$ cat config.mk
export PLATFORM = sky130hd
export DESIGN_NAME = obi_dma_initiator_flat
export DESIGN_NICKNAME = d
export VERILOG_FILES = /design/src/rtl/obi_dma_pkg.sv /design/src/rtl/obi_dma_initiator_if.sv /design/src/rtl/obi_dma_fifo.sv /design/src/rtl/obi_dma_initiator.sv /design/src/flat_wrapper.sv
export SDC_FILE = /design/constraint.sdc
export NUM_CORES = 1
export LEC_CHECK = 0
export ABC_AREA = 1
export BUFFER_PORTS_ARGS = -buffer_cell sky130_fd_sc_hd__buf_2
export CELL_PAD_IN_SITES_DETAIL_PLACEMENT = 0
export CELL_PAD_IN_SITES_GLOBAL_PLACEMENT = 2
export CORE_UTILIZATION = 30
export DETAILED_ROUTE_END_ITERATION = 16
export PLACE_DENSITY_LB_ADDON = 0.1
export SKIP_CTS_REPAIR_TIMING = 1
export SYNTH_ARGS = -nofsm -noshare
export SYNTH_HDL_FRONTEND = slang
export SYNTH_SLANG_ARGS = --single-unit
$ cat constraint.sdc
create_clock -name clk_i -period 3.25 [get_ports clk_i]
set_input_delay 0 -clock clk_i [delete_from_list [all_inputs] [get_ports clk_i]]
set_output_delay 0 -clock clk_i [all_outputs]
set_load 0.005 [all_outputs]
$ cat src/rtl/obi_dma_pkg.sv
// Shared types and constants for the OBI word-DMA initiator.
//   dma_state_e : initiator FSM states
//   dma_mode_e  : copy (read src, write dst) or fill (write constant to dst)
//   OBI_BE_WORD : byte enables for a full-word access
package obi_dma_pkg;

  typedef enum logic [2:0] {
    StIdle,
    StRdReq,
    StRdWait,
    StWrReq,
    StWrWait,
    StDone
  } dma_state_e;

  typedef enum logic {
    DMA_COPY = 1'b0,
    DMA_FILL = 1'b1
  } dma_mode_e;

  localparam logic [3:0] OBI_BE_WORD = 4'hF;

endpackage

$ cat src/rtl/obi_dma_initiator_if.sv
// OBI data-bus signals between the DMA initiator and a memory responder.
//   master : initiator side (drives req/addr/we/be/wdata, receives gnt/rvalid/rdata)
//   slave  : responder side
interface obi_dma_initiator_if;

  logic        data_req_o;
  logic        data_gnt_i;
  logic [31:0] data_addr_o;
  logic        data_we_o;
  logic [3:0]  data_be_o;
  logic [31:0] data_wdata_o;
  logic        data_rvalid_i;
  logic [31:0] data_rdata_i;

  modport master (
    output data_req_o,
    output data_addr_o,
    output data_we_o,
    output data_be_o,
    output data_wdata_o,
    input  data_gnt_i,
    input  data_rvalid_i,
    input  data_rdata_i
  );

  modport slave (
    input  data_req_o,
    input  data_addr_o,
    input  data_we_o,
    input  data_be_o,
    input  data_wdata_o,
    output data_gnt_i,
    output data_rvalid_i,
    output data_rdata_i
  );

endinterface

$ cat src/rtl/obi_dma_fifo.sv
// Synchronous FIFO holding one burst of read data between the read and write phases.
//   clk, rst        : clock, asynchronous active-high reset (empties the FIFO)
//   push, push_data : write one word
//   pop             : discard the head word
//   head            : oldest word (valid when !empty)
//   empty, full     : occupancy flags
module obi_dma_fifo #(
  parameter int unsigned DEPTH = 4,
  parameter int unsigned WIDTH = 32
) (
  input  logic             clk,
  input  logic             rst,
  input  logic             push,
  input  logic [WIDTH-1:0] push_data,
  input  logic             pop,
  output logic [WIDTH-1:0] head,
  output logic             empty,
  output logic             full
);

  localparam int unsigned AW = $clog2(DEPTH);

  logic [WIDTH-1:0] mem_q [DEPTH];
  // Extra MSB on the pointers distinguishes full from empty.
  logic [AW:0]      wr_ptr_q, rd_ptr_q;

  always_ff @(posedge clk or posedge rst) begin
    if (rst) begin
      wr_ptr_q <= '0;
      rd_ptr_q <= '0;
    end else begin
      if (push) wr_ptr_q <= wr_ptr_q + (AW+1)'(1);
      if (pop)  rd_ptr_q <= rd_ptr_q + (AW+1)'(1);
    end
  end

  always_ff @(posedge clk) begin
    if (push) mem_q[wr_ptr_q[AW-1:0]] <= push_data;
  end

  assign head  = mem_q[rd_ptr_q[AW-1:0]];
  assign empty = (wr_ptr_q == rd_ptr_q);
  assign full  = (wr_ptr_q[AW] != rd_ptr_q[AW]) && (wr_ptr_q[AW-1:0] == rd_ptr_q[AW-1:0]);

endmodule

$ cat src/rtl/obi_dma_initiator.sv
// OBI word-DMA initiator: copies len words from src to dst, or fills dst with a constant,
// in bursts of at most FIFO_DEPTH words (all reads of a burst, then all its writes).
//   clk_i, rst_i            : clock, asynchronous active-high reset
//   start_i                 : command strobe, honoured only when idle
//   mode_i                  : 0 copy, 1 fill
//   src_addr_i, dst_addr_i  : byte addresses, forced word aligned
//   len_i                   : word count (0 completes without bus traffic)
//   fill_value_i            : write data in fill mode
//   busy_o, done_o          : command in progress, one-cycle completion pulse
//   bus                     : OBI data-bus initiator port
module obi_dma_initiator
  import obi_dma_pkg::*;
#(
  parameter int unsigned FIFO_DEPTH = 4,
  parameter int unsigned LEN_W      = 16
) (
  input  logic                 clk_i,
  input  logic                 rst_i,
  input  logic                 start_i,
  input  logic                 mode_i,
  input  logic [31:0]          src_addr_i,
  input  logic [31:0]          dst_addr_i,
  input  logic [LEN_W-1:0]     len_i,
  input  logic [31:0]          fill_value_i,
  output logic                 busy_o,
  output logic                 done_o,
  obi_dma_initiator_if.master  bus
);

  localparam int unsigned CW        = $clog2(FIFO_DEPTH) + 1;
  localparam logic [31:0] WORD_MASK = 32'hFFFF_FFFC;

  function automatic logic [CW-1:0] calc_burst(input logic [LEN_W-1:0] rem);
    if (rem >= LEN_W'(FIFO_DEPTH)) return CW'(FIFO_DEPTH);
    return rem[CW-1:0];
  endfunction

  dma_state_e       state_q, state_d;
  dma_mode_e        mode_q, mode_d;
  logic [31:0]      src_q, src_d, dst_q, dst_d, fill_q, fill_d;
  logic [LEN_W-1:0] remaining_q, remaining_d;
  logic [CW-1:0]    burst_q, burst_d, issued_q, issued_d;
  logic [CW-1:0]    rd_rcv_q, rd_rcv_d, wr_rcv_q, wr_rcv_d;

  logic        req, we, push, pop, done;
  logic [31:0] addr, wdata, fifo_head;
  logic        fifo_empty, fifo_full;

  obi_dma_fifo #(
    .DEPTH (FIFO_DEPTH),
    .WIDTH (32)
  ) u_fifo (
    .clk       (clk_i),
    .rst       (rst_i),
    .push      (push),
    .push_data (bus.data_rdata_i),
    .pop       (pop),
    .head      (fifo_head),
    .empty     (fifo_empty),
    .full      (fifo_full)
  );

  always_comb begin
    state_d     = state_q;
    mode_d      = mode_q;
    src_d       = src_q;
    dst_d       = dst_q;
    fill_d      = fill_q;
    remaining_d = remaining_q;
    burst_d     = burst_q;
    issued_d    = issued_q;
    rd_rcv_d    = rd_rcv_q;
    wr_rcv_d    = wr_rcv_q;
    req         = 1'b0;
    we          = 1'b0;
    addr        = '0;
    wdata       = '0;
    push        = 1'b0;
    pop         = 1'b0;
    done        = 1'b0;

    // Responses belong to the phase that issued them; outside these states they are stale.
    if (bus.data_rvalid_i && (state_q == StRdReq || state_q == StRdWait)) begin
      push     = !fifo_full;
      rd_rcv_d = rd_rcv_q + CW'(1);
    end
    if (bus.data_rvalid_i && (state_q == StWrReq || state_q == StWrWait)) begin
      wr_rcv_d = wr_rcv_q + CW'(1);
    end

    unique case (state_q)
      StIdle: begin
        if (start_i) begin
          mode_d      = dma_mode_e'(mode_i);
          src_d       = src_addr_i & WORD_MASK;
          dst_d       = dst_addr_i & WORD_MASK;
          fill_d      = fill_value_i;
          remaining_d = len_i;
          burst_d     = calc_burst(len_i);
          issued_d    = '0;
          rd_rcv_d    = '0;
          wr_rcv_d    = '0;
          if (len_i == '0)                          state_d = StDone;
          else if (dma_mode_e'(mode_i) == DMA_FILL) state_d = StWrReq;
          else                                      state_d = StRdReq;
        end
      end
      StRdReq: begin
        req  = 1'b1;
        addr = src_q;
        if (bus.data_gnt_i) begin
          src_d = src_q + 32'd4;
          if (issued_q + CW'(1) == burst_q) begin
            issued_d = '0;
            state_d  = StRdWait;
          end else begin
            issued_d = issued_q + CW'(1);
          end
        end
      end
      StRdWait: begin
        if (rd_rcv_q == burst_q) begin
          rd_rcv_d = '0;
          state_d  = StWrReq;
        end
      end
      StWrReq: begin
        req   = 1'b1;
        we    = 1'b1;
        addr  = dst_q;
        wdata = (mode_q == DMA_COPY) ? fifo_head : fill_q;
        if (bus.data_gnt_i) begin
          pop         = (mode_q == DMA_COPY) && !fifo_empty;
          dst_d       = dst_q + 32'd4;
          remaining_d = remaining_q - LEN_W'(1);
          if (issued_q + CW'(1) == burst_q) begin
            issued_d = '0;
            state_d  = StWrWait;
          end else begin
            issued_d = issued_q + CW'(1);
          end
        end
      end
      StWrWait: begin
        if (wr_rcv_q == burst_q) begin
          wr_rcv_d = '0;
          if (remaining_q == '0) begin
            state_d = StDone;
          end else begin
            burst_d = calc_burst(remaining_q);
            state_d = (mode_q == DMA_COPY) ? StRdReq : StWrReq;
          end
        end
      end
      StDone: begin
        done    = 1'b1;
        state_d = StIdle;
      end
      default: state_d = StIdle;
    endcase
  end

  always_ff @(posedge clk_i or posedge rst_i) begin
    if (rst_i) begin
      state_q     <= StIdle;
      mode_q      <= DMA_COPY;
      src_q       <= '0;
      dst_q       <= '0;
      fill_q      <= '0;
      remaining_q <= '0;
      burst_q     <= '0;
      issued_q    <= '0;
      rd_rcv_q    <= '0;
      wr_rcv_q    <= '0;
    end else begin
      state_q     <= state_d;
      mode_q      <= mode_d;
      src_q       <= src_d;
      dst_q       <= dst_d;
      fill_q      <= fill_d;
      remaining_q <= remaining_d;
      burst_q     <= burst_d;
      issued_q    <= issued_d;
      rd_rcv_q    <= rd_rcv_d;
      wr_rcv_q    <= wr_rcv_d;
    end
  end

  assign bus.data_req_o   = req;
  assign bus.data_addr_o  = addr;
  assign bus.data_we_o    = we;
  assign bus.data_be_o    = req ? OBI_BE_WORD : 4'h0;
  assign bus.data_wdata_o = wdata;
  assign busy_o           = (state_q != StIdle);
  assign done_o           = done;

endmodule
$ cat src/flat_wrapper.sv
// flat-port wrapper written by rule: the top's interface ports become plain ports
module obi_dma_initiator_flat import obi_dma_pkg::*;
#(
  parameter int unsigned FIFO_DEPTH = 4,
  parameter int unsigned LEN_W      = 16
)
  (clk_i, rst_i, start_i, mode_i, src_addr_i, dst_addr_i, len_i, fill_value_i, busy_o, done_o, bus_data_req_o, bus_data_addr_o, bus_data_we_o, bus_data_be_o, bus_data_wdata_o, bus_data_gnt_i, bus_data_rvalid_i, bus_data_rdata_i);
  obi_dma_initiator_if bus_i ();
  input  logic clk_i;
  input  logic rst_i;
  input  logic start_i;
  input  logic mode_i;
  input  logic [31:0] src_addr_i;
  input  logic [31:0] dst_addr_i;
  input  logic [LEN_W-1:0] len_i;
  input  logic [31:0] fill_value_i;
  output logic busy_o;
  output logic done_o;
  output wire logic [$bits(bus_i.data_req_o)-1:0] bus_data_req_o;
  output wire logic [$bits(bus_i.data_addr_o)-1:0] bus_data_addr_o;
  output wire logic [$bits(bus_i.data_we_o)-1:0] bus_data_we_o;
  output wire logic [$bits(bus_i.data_be_o)-1:0] bus_data_be_o;
  output wire logic [$bits(bus_i.data_wdata_o)-1:0] bus_data_wdata_o;
  input wire logic [$bits(bus_i.data_gnt_i)-1:0] bus_data_gnt_i;
  input wire logic [$bits(bus_i.data_rvalid_i)-1:0] bus_data_rvalid_i;
  input wire logic [$bits(bus_i.data_rdata_i)-1:0] bus_data_rdata_i;
  assign bus_data_req_o = bus_i.data_req_o;
  assign bus_data_addr_o = bus_i.data_addr_o;
  assign bus_data_we_o = bus_i.data_we_o;
  assign bus_data_be_o = bus_i.data_be_o;
  assign bus_data_wdata_o = bus_i.data_wdata_o;
  assign bus_i.data_gnt_i = bus_data_gnt_i;
  assign bus_i.data_rvalid_i = bus_data_rvalid_i;
  assign bus_i.data_rdata_i = bus_data_rdata_i;
  obi_dma_initiator #(.FIFO_DEPTH(FIFO_DEPTH), .LEN_W(LEN_W)) u_core (.clk_i(clk_i), .rst_i(rst_i), .start_i(start_i), .mode_i(mode_i), .src_addr_i(src_addr_i), .dst_addr_i(dst_addr_i), .len_i(len_i), .fill_value_i(fill_value_i), .busy_o(busy_o), .done_o(done_o), .bus(bus_i));
endmodule
==> impl_results.md, run 1 <==
* GR Util All Layers at 19.1%
* Crit path time final at 2.56 ns
* Met3 wire length at 1920 um
* Most used DFF post-synth: dfrtp_1
* GP Congestion at 0.783
* Rows at 78
* Port bufs at 215
* Drt pass-1 iters at 5
* Outcome: complete, no violations
* Yosys reg bits at 258
* Pleak at 8.41 nW
* DPL Wire Length at 31,400 um
* Synthesized area per cell at 7.84 um^2
* DRT antenna net count at 0
* RSZ-0062 raised after global routing: false
* Clk_lat worst skew at 0.59 ns
* Worst hold path type: input pin to asynchronous set/reset pin
* Vias in the first global route at 12,100
* Initial Utilization at 30.6%
* YS warnings at 0
* Period utilisation layout at 78.7%
* Buf+Inv Stages, Crit Path at 4
* DRT iter0 DRCs at 605
* Worst hold slack at 0.120 ns
* Synth async-reset ratio at 50.4%
* Commonest non-fill, non-tap cells in the layout: 360 x nand2_1, 341 x nor2_1, 215 x buf_2, 208 x inv_1
* First-pass GRT wire length at 69,700 um
* Layout cells sized above 1 at 15.1%
* Final core occ at 39.7%
* Peak VDD IR at 0.481 mV
* Vias at 12,700
* Measured slew at the worst slew-check pin at 0.833 ns
* Post-Route Skew at 0.0111 ns
* Multi-input gate area at 5670 um^2
* Most common cell after layout, fill and taps aside: nand2_1
* Fillers at 4,795
* CP max FO at 26
* Final hold violations at 0
* Final wirelength at 46,100 um
* Maximum clock rate at 391 MHz
* Root Driver: clkbuf_16
* Num Clock Sinks at 258
* Initial antenna violation count at 2
* CP Capture Type: output pin
* CP top delay family: buffers and inverters
* Critical Path RT at 3.25 ns
* CP Class: flip-flop to output pin
* DR DRC count at 0
* H-tree Lvls at 1
* CP Cell Sequence: inv_1, buf_4, o21ai_0, o22ai_1, o21ai_0, inv_1, buf_2
* CTS buffer count at 31
* Register area at 7100 um^2
* Critical path arrival at 2.56 ns
* Max layer used: met5
* Via density per instance at 4.63
* CTS Buffer Depth at 3
* Critical-path top delay cell: inv_1
* Sequential share of the synthesized area at 50.8%
* Grt ovf at 0
* Core ar. at 45,700 um^2
* Die width at 218 um
* CP Launch Type: flip-flop
* Rel. slew slack at 44.4%
* Setup violators final at 0
* Crit-path max cell delay at 0.49 ns
* Die Area at 47,400 um^2
* Metal1 wirelength at 20,600 um
* DR WL met2 at 22,600 um
* DIE HEIGHT at 218 um
* Power, Total at 16.5 mW
* Mapped Area at 14,000 um^2
* Final Max Tran Viols at 0
* Wire per inst at 16.8 um
* P&R area growth vs syn at 29.7%
* Post-Synthesis Cells at 1,782
* Boundary Pins at 222
* CTS tree: yes
* Total negative slack at 0 ns
* Largest net degree at the start of global routing at 76
* Nets at 2,279
* Distinct cells, synth at 39
* Max-cap viol count at 0
* PwrDens at 909 nW/um^2
* Number of flops mapped to enable cells by yosys at 128
* Clock transition at path regs at 0.06 ns
[flip-flops by register name (all words and copies together), names as in the netlist, 3 cells and up]
| signal | flops |
|---|---|
| u_core.burst_q | 3 |
| u_core.u_fifo.mem_q | 128 |
| u_core.fill_q | 32 |
| u_core.issued_q | 3 |
| u_core.src_q | 30 |
| u_core.u_fifo.rd_ptr_q | 3 |
| u_core.remaining_q | 16 |
| u_core.rd_rcv_q | 3 |
| u_core.wr_rcv_q | 3 |
| u_core.dst_q | 30 |
| u_core.u_fifo.wr_ptr_q | 3 |
| u_core.state_q | 3 |
[path summary, 6_finish.rpt]
path | depth (start not counted) | slack, ns | start | end
max | 7 | 0.69 | u_core.u_fifo.rd_ptr_q[0]$_DFFE_PP0P_ | bus_data_wdata_o[18]
min | 3 | 0.12 | rst_i | u_core.src_q[3]$_DFFE_PP0P_
max reg2reg | 8 | 1.09 | u_core.state_q[2]$_DFFE_PP0P_ | u_core.u_fifo.mem_q[0][9]$_DFFE_PP_
min reg2reg | 1 | 0.49 | u_core.u_fifo.wr_ptr_q[2]$_DFFE_PP0P_ | u_core.u_fifo.wr_ptr_q[2]$_DFFE_PP0P_
max in group asynchronous | 4 | 2.31 | rst_i | u_core.dst_q[7]$_DFFE_PP0P_
min in group clk_i | 2 | 0.17 | bus_data_rdata_i[5] | u_core.u_fifo.mem_q[1][5]$_DFFE_PP_
[through the flow]
stage,std cells,cell area (um^2),setup WS (ns)
after floorplan,1783,14000,0.441
after global placement,2538,15700,1.09
after detailed placement,2538,15700,1.08
after CTS,2596,16700,0.657
after global routing,2743,18100,0.456
final,2745,18100,0.691
[metal layers]
metal / up-vias / GRT usage [%]
met5: - / 0
met4: 2 / 4.29
met3: 51 / 4.31
met2: 208 / 33.5
met1: 5948 / 23.7
li1: 6499 / -
[report_power, final]
group          internal (mW)  leakage, nW  switching (mW)
sequential              4.51         2.64           0.817
clock                   2.02        0.487            1.42
combinational           2.59         5.29            5.12
total                   9.12         8.41            7.35
[tightest hold or removal path, stage by stage]
cell and delay, ns:
dlygate4sd3_1 0.53, buf_2 0.13, clkinvlp_4 0.54
[area by class of cell]
type	count	area share, %
antenna	3	0.0414
tap	600	4.14
sequential	258	39.2
clock buffer	43	4.58
multi-input combinational	1221	31.3
inverter	221	4.61
clock inverter	15	0.905
timing repair buffer	384	15.2
[cell families (layout without fill, tap and decap cells)]
logic type,Yosys count,in the layout,synth area share (%)
compound gates,335,335,13.0
buf+inv,304,663,8.74
mux,9,9,0.716
flops,258,258,50.8
fa+ha+maj,12,12,1.07
other cells,1,5,0.0268
xor+xnor,17,17,1.07
simple gates,846,846,24.6
[cell usage after synthesis, types with 2 or more instances]
cell      count  area (um^2)
a21oi_1      78          390
a22oi_1       8         60.1
a31oi_1      13         81.3
and2_1        2         12.5
buf_1         4         15.0
buf_2        43          215
buf_4         7         52.6
clkbuf_1     29          109
clkinv_1      3         11.3
dfrtp_1     130         3250
edfxtp_1    128         3840
ha_1         12          150
inv_1       209          785
inv_2         9         33.8
mux2_2        8         90.1
nand2_1     360         1350
nand2_2       4         25.0
nand3_1      88          440
nand3_2       2         20.0
nand4_1      24          150
nor2_1      345         1290
nor2_2        4         25.0
nor2_4        3         33.8
nor3_1        8         40.0
o211ai_1      4         30.0
o21a_1        2         15.0
o21ai_0     146          731
o21ai_1      20          100
o21bai_1      2         15.0
o22ai_1      61          382
or2_2         3         18.8
xnor2_1       5         43.8
xor2_1       12          105
Power figures use the tool's default switching activity.
==> run 2, diff against run 1 <==
clock period = 2.07 ns   (was 3.25 ns; I/O delays follow)
==> impl_results.md, run 2 (synthesis gave the netlist of run 1 again) <==
* Outcome: finished, violations left (was complete, no violations)
* Failing checks: negative hold slack, negative setup slack
* Die Area at 47,400 um^2 (unchanged)
* Measured slew at the worst slew-check pin at 0.676 ns (was 0.833 ns)
* CP max FO at 8 (was 26)
* CP Class: flip-flop to output pin (unchanged)
* Depth of the worst register-to-register path at 8 (unchanged)
* Metal1 wirelength at 22,000 um (was 20,600 um)
* Core ar. at 45,700 um^2 (unchanged)
* Pleak at 8.79 nW (was 8.41 nW)
* Setup slack, reg-to-reg at 0.21 ns (was 1.09 ns)
* Nets at 2,314 (was 2,279)
* Drt pass-1 iters at 4 (was 5)
* DR WL met2 at 23,600 um (was 22,600 um)
* CP Cell Sequence: buf_12, clkinvlp_4, buf_12, clkbuf_16, nor2_1, o22ai_2, o21ai_1, inv_1, buf_2 (was inv_1, buf_4, o21ai_0, o22ai_1, o21ai_0, inv_1, buf_2)
* Grt ovf at 0 (unchanged)
* Buf+Inv Stages, Crit Path at 6 (was 4)
* CP Launch Type: flip-flop (unchanged)
* DR DRC count at 0 (unchanged)
* Power, Total at 28.3 mW (was 16.5 mW)
* Num Clock Sinks at 258 (unchanged)
* DPL Wire Length at 32,100 um (was 31,400 um)
* Rel. slew slack at 54.9% (was 44.4%)
* Wire per inst at 17.6 um (was 16.8 um)
* Setup violators final at 10 (was 0)
* Worst r2r dst: u_core.u_fifo.mem_q[0][11]$_DFFE_PP_ (was u_core.u_fifo.mem_q[0][9]$_DFFE_PP_)
* Period utilisation layout at 102%
* Critical Path RT at 2.07 ns (was 3.25 ns)
* Final Max Tran Viols at 0 (unchanged)
* Worst hold path startpoint: bus_data_gnt_i
* Die width at 218 um (unchanged)
* P&R area growth vs syn at 36.3% (was 29.7%)
* Peak VDD IR at 0.826 mV (was 0.481 mV)
* WHS Path Cells at 4
* Via density per instance at 4.71 (was 4.63)
* Crit path time final at 2.10 ns
* H-tree Lvls at 2 (was 1)
* CP Capture Type: output pin (unchanged)
* Critical path arrival at 2.10 ns (was 2.56 ns)
* Final setup margin at -0.0313 ns (was 0.691 ns)
* Commonest non-fill, non-tap cells in the layout: 357 x nand2_1, 331 x nor2_1, 215 x buf_2, 207 x inv_1, 143 x dlygate4sd3_1 (was 360 x nand2_1, 341 x nor2_1, 215 x buf_2, 208 x inv_1)
* CTS buffer count at 34 (was 31)
* Crit-path max cell delay at 0.40 ns (was 0.49 ns)
* DIE HEIGHT at 218 um (unchanged)
* Boundary Pins at 222 (unchanged)
* PwrDens at 1490 nW/um^2 (was 909 nW/um^2)
* Final core occ at 41.7% (was 39.7%)
* Critical-path top delay cell: dfrtp_2 (was inv_1)
* End of the worst hold path: u_core.src_q[2]$_DFFE_PP0P_
* Most common cell after layout, fill and taps aside: nand2_1 (unchanged)
* CTS Buffer Depth at 3 (unchanged)
* Worst hold slack at -0.0218 ns (was 0.120 ns)
* Vias in the first global route at 12,100 (about the same)
* DRT antenna net count at 0 (unchanged)
* Port bufs at 215 (unchanged)
* Final hold violations at 5 (was 0)
* Rows at 78 (unchanged)
* RSZ-0062 raised after global routing: true (was false)
* Worst hold path type: input pin to flip-flop (was input pin to asynchronous set/reset pin)
* Max layer used: met5 (unchanged)
* DRT iter0 DRCs at 649 (was 605)
* Root Driver: clkbuf_16 (unchanged)
* Met3 wire length at 2140 um (was 1920 um)
* Vias at 13,100 (was 12,700)
* CTS tree: yes (unchanged)
* Crit-path most repeated cell: buf_12
* Post-Route Skew at 0.00880 ns (was 0.0111 ns)
* Initial Utilization at 30.6% (unchanged)
* CP top delay family: buffers and inverters (unchanged)
* GR Util All Layers at 19.4% (was 19.1%)
* Clk_lat worst skew at 0.55 ns (was 0.59 ns)
* Layout cells sized above 1 at 19.2% (was 15.1%)
* GP Congestion at 0.825 (was 0.783)
* Maximum clock rate at 476 MHz
* Total negative slack at -0.147 ns (was 0 ns)
* First-pass GRT wire length at 70,300 um (was 69,700 um)
* Clock transition at path regs at 0.05 ns (was 0.06 ns)
* Largest net degree at the start of global routing at 76 (unchanged)
* Final wirelength at 48,900 um (was 46,100 um)
* Initial antenna violation count at 4 (was 2)
* Largest register FFs at 128 (unchanged)
* Max-cap viol count at 0 (unchanged)
* R2R Path Start: u_core.state_q[2]$_DFFE_PP0P_ (unchanged)
[run 2: metal layers]
metal | track usage (%) | vias up
met3 | 4.27 | 59
met4 | 5.55 | 4
li1 | - | 6568
met1 | 24.7 | 6200
met2 | 32.9 | 261
met5 | 0 | -
[run 2: worst max-delay path by stage]
| stage | startpoint | to | slack (ns) | cells past startpoint |
|---|---|---|---|---|
| global placement | u_core.state_q[2]$_DFFE_PP0P_ | u_core.u_fifo.mem_q[3][8]$_DFFE_PP_ | 0.18 | 8 |
| CTS | u_core.u_fifo.rd_ptr_q[0]$_DFFE_PP0P_ | bus_data_wdata_o[7] | -0.18 | 8 |
| global route | u_core.u_fifo.rd_ptr_q[0]$_DFFE_PP0P_ | bus_data_wdata_o[23] | -0.12 | 9 |
| detailed placement | u_core.state_q[0]$_DFFE_PP0P_ | u_core.burst_q[1]$_DFFE_PP0P_ | 0.14 | 10 |
| finish | u_core.u_fifo.rd_ptr_q[0]$_DFFE_PP0P_ | bus_data_wdata_o[23] | -0.03 | 9 |
| floorplan | u_core.state_q[2]$_DFFE_PP0P_ | u_core.u_fifo.mem_q[3][0]$_DFFE_PP_ | -0.74 | 7 |
[run 2: cell type report]
class	count	area, um^2
Multi-Input combinational cell	1221	5940
Fill cell	4684	26600
Tap cell	600	751
Clock buffer	47	940
Clock inverter	13	140
Inverter	221	845
Timing Repair Buffer	416	3330
Sequential cell	258	7100
Antenna cell	2	5.00
[run 2: power breakdown]
part | leakage [nW] | switching, mW | internal (mW)
Sequential | 2.63 | 1.29 | 7.08
Clock | 0.528 | 2.35 | 3.44
Combinational | 5.63 | 8.85 | 5.27
[run 2: through the flow]
stage / instance area [um^2] / cells / worst slack, ns
global placement: 16000 / 2559 / 0.185
global route: 19000 / 2778 / -0.122
detailed placement: 16000 / 2559 / 0.143
floorplan: 14000 / 1783 / -0.739
CTS: 17000 / 2619 / -0.179
finish: 19000 / 2778 / -0.0313
[run 2: worst min-delay path: cells and delay by family]
kind | cells | cell delay (ns)
AO/OA/AOI/OAI | 1 | 0.08
AND/OR/NAND/NOR | 2 | 0.27
buffers and inverters | 1 | 0.12
==> run 3, diff against run 2 <==
SETUP_SLACK_MARGIN = 0.02   (was unset)
==> impl_results.md, run 3 (synthesis gave the netlist of run 1 again) <==
* First-pass GRT wire length at 70,300 um (unchanged)
* Wire per inst at 17.6 um (about the same)
* PwrDens at 1490 nW/um^2 (about the same)
* WHS Path Cells at 4 (unchanged)
* Maximum clock rate at 475 MHz (was 476 MHz)
* Final Max Tran Viols at 0 (unchanged)
* Pleak at 8.79 nW (about the same)
* Num Clock Sinks at 258 (unchanged)
* Worst hold slack at -0.0224 ns (was -0.0218 ns)
* Final hold violations at 5 (unchanged)
* Peak VDD IR at 0.839 mV (was 0.826 mV)
* Setup violators final at 9 (was 10)
* Fillers at 4,684 (unchanged)
* Max-cap viol count at 0 (unchanged)
* GR Util All Layers at 19.4% (unchanged)
* Non-filler instance count after layout at 2,778 (unchanged)
* CP max FO at 8 (unchanged)
* DIE HEIGHT at 218 um (unchanged)
* Period utilisation layout at 102% (about the same)
* Final wirelength at 48,900 um (about the same)
* Total negative slack at -0.143 ns (was -0.147 ns)
* Nets at 2,314 (unchanged)
* H-tree Lvls at 2 (unchanged)
* Depth of the worst register-to-register path at 8 (unchanged)
* DP Worst Slack at 0.143 ns (unchanged)
* Rows at 78 (unchanged)
* DR DRC count at 0 (unchanged)
* Power, Total at 28.3 mW (about the same)
* DPL Wire Length at 32,100 um (unchanged)
* Measured slew at the worst slew-check pin at 0.680 ns (was 0.676 ns)
* Commonest non-fill, non-tap cells in the layout: 357 x nand2_1, 329 x nor2_1, 215 x buf_2, 207 x inv_1, 143 x dlygate4sd3_1 (was 357 x nand2_1, 331 x nor2_1, 215 x buf_2, 207 x inv_1, 143 x dlygate4sd3_1)
* Via density per instance at 4.73 (was 4.71)
* Drt pass-1 iters at 5 (was 4)
* Worst hold path startpoint: bus_data_gnt_i (unchanged)
* Root Driver: clkbuf_16 (unchanged)
* DRT iter0 DRCs at 638 (was 649)
* Worst r2r dst: u_core.u_fifo.mem_q[0][11]$_DFFE_PP_ (unchanged)
* Grt ovf at 0 (unchanged)
* Die Area at 47,400 um^2 (unchanged)
* CP Class: flip-flop to output pin (unchanged)
* Core ar. at 45,700 um^2 (unchanged)
* Clock transition at path regs at 0.05 ns (about the same)
* Layout cells sized above 1 at 19.3% (was 19.2%)
* Rel. slew slack at 54.6% (was 54.9%)
* Initial Utilization at 30.6% (unchanged)
* Setup slack, reg-to-reg at 0.21 ns (about the same)
* M3 GR Usage at 4.27% (unchanged)
* DRT antenna net count at 0 (unchanged)
* Die width at 218 um (unchanged)
* GP Congestion at 0.825 (unchanged)
* Vias at 13,100 (about the same)
* Final setup margin at -0.0348 ns (was -0.0313 ns)
* Layer with the highest usage: met2 (unchanged)
* Clk_lat worst skew at 0.54 ns (was 0.55 ns)
* Port bufs at 215 (unchanged)
* Post-Route Skew at 0.00867 ns (was 0.00880 ns)
* CP Launch Type: flip-flop (unchanged)
* R2R Path Start: u_core.state_q[2]$_DFFE_PP0P_ (unchanged)
* CTS tree: yes (unchanged)
* P&R area growth vs syn at 36.4% (was 36.3%)
* CP Capture Type: output pin (unchanged)
* Worst hold path type: input pin to flip-flop (unchanged)
* Boundary Pins at 222 (unchanged)
* Initial antenna violation count at 4 (unchanged)
* Critical Path RT at 2.07 ns (about the same)
* Placed insts at 2,559 (unchanged)
* Vias in the first global route at 12,100 (unchanged)
* Largest net degree at the start of global routing at 76 (unchanged)
* Met1 Resource Use GR at 24.7% (unchanged)
* End of the worst hold path: u_core.src_q[2]$_DFFE_PP0P_ (unchanged)
* Most common cell after layout, fill and taps aside: nand2_1 (unchanged)
* Failing checks: negative hold slack, negative setup slack (unchanged)
* RSZ-0062 raised after global routing: true (unchanged)
* Crit path time final at 2.10 ns (about the same)
* Critical path arrival at 2.10 ns (about the same)
* CTS Buffer Depth at 3 (unchanged)
* Met2 Track Usage GR at 32.9% (unchanged)
* CTS buffer count at 34 (unchanged)
* Largest register FFs at 128 (unchanged)
* Outcome: finished, violations left (unchanged)
==> run 3: cell counts in the layout (fill, tap and decap cells not counted) <==
Identical to the previous run, type by type.
==> run 3: area by class of cell <==
cell class	instances	area [um^2]	area share [%]
antenna	2	5.00	0.0263
clock buffer	47	940	4.93
clock inverter	13	140	0.735
inverter	221	845	4.43
multi-input combinational	1221	5950	31.2
sequential	258	7100	37.3
tap	600	751	3.94
timing repair buffer	416	3330	17.5
==> run 3: how the worst max path moves through the flow <==
stage	from	to	depth (start not counted)
2_1_floorplan	u_core.state_q[2]$_DFFE_PP0P_	u_core.u_fifo.mem_q[3][0]$_DFFE_PP_	7
3_3_place_gp	u_core.state_q[2]$_DFFE_PP0P_	u_core.u_fifo.mem_q[3][8]$_DFFE_PP_	8
3_5_place_dp	u_core.state_q[0]$_DFFE_PP0P_	u_core.burst_q[1]$_DFFE_PP0P_	10
4_1_cts	u_core.u_fifo.rd_ptr_q[0]$_DFFE_PP0P_	bus_data_wdata_o[7]	8
5_1_grt	u_core.u_fifo.rd_ptr_q[0]$_DFFE_PP0P_	bus_data_wdata_o[23]	9
6_report	u_core.u_fifo.rd_ptr_q[0]$_DFFE_PP0P_	bus_data_wdata_o[23]	9
==> run 3: layer usage <==
layer	wire (um)	vias to the layer above
met5	22	-
met4	1140	4
met3	2320	62
met2	23600	291
met1	21800	6213
li1	-	6568
==> run 3: stage by stage <==
stage	utilization (%)	instance area (um^2)
2_1_floorplan	-	14000
3_3_place_gp	35.0	16000
3_5_place_dp	35.0	16000
4_1_cts	37.3	17000
5_1_grt	41.7	19100
6_report	41.7	19100
==> run 3: worst max-delay path, stage by stage, from the launching register on <==
cell	delay (ns)
dfrtp_2	0.40
buf_12	0.11
clkinvlp_4	0.12
buf_12	0.17
clkbuf_16	0.18
nor2_1	0.14
o22ai_2	0.12
o21ai_1	0.14
inv_1	0.05
buf_2	0.12
==> run 3: power breakdown <==
group / internal (mW) / switching (mW) / leakage, nW
Sequential: 7.08 / 1.30 / 2.63
Clock: 3.44 / 2.35 / 0.528
Combinational: 5.29 / 8.86 / 5.63
Total: 15.8 / 12.5 / 8.79
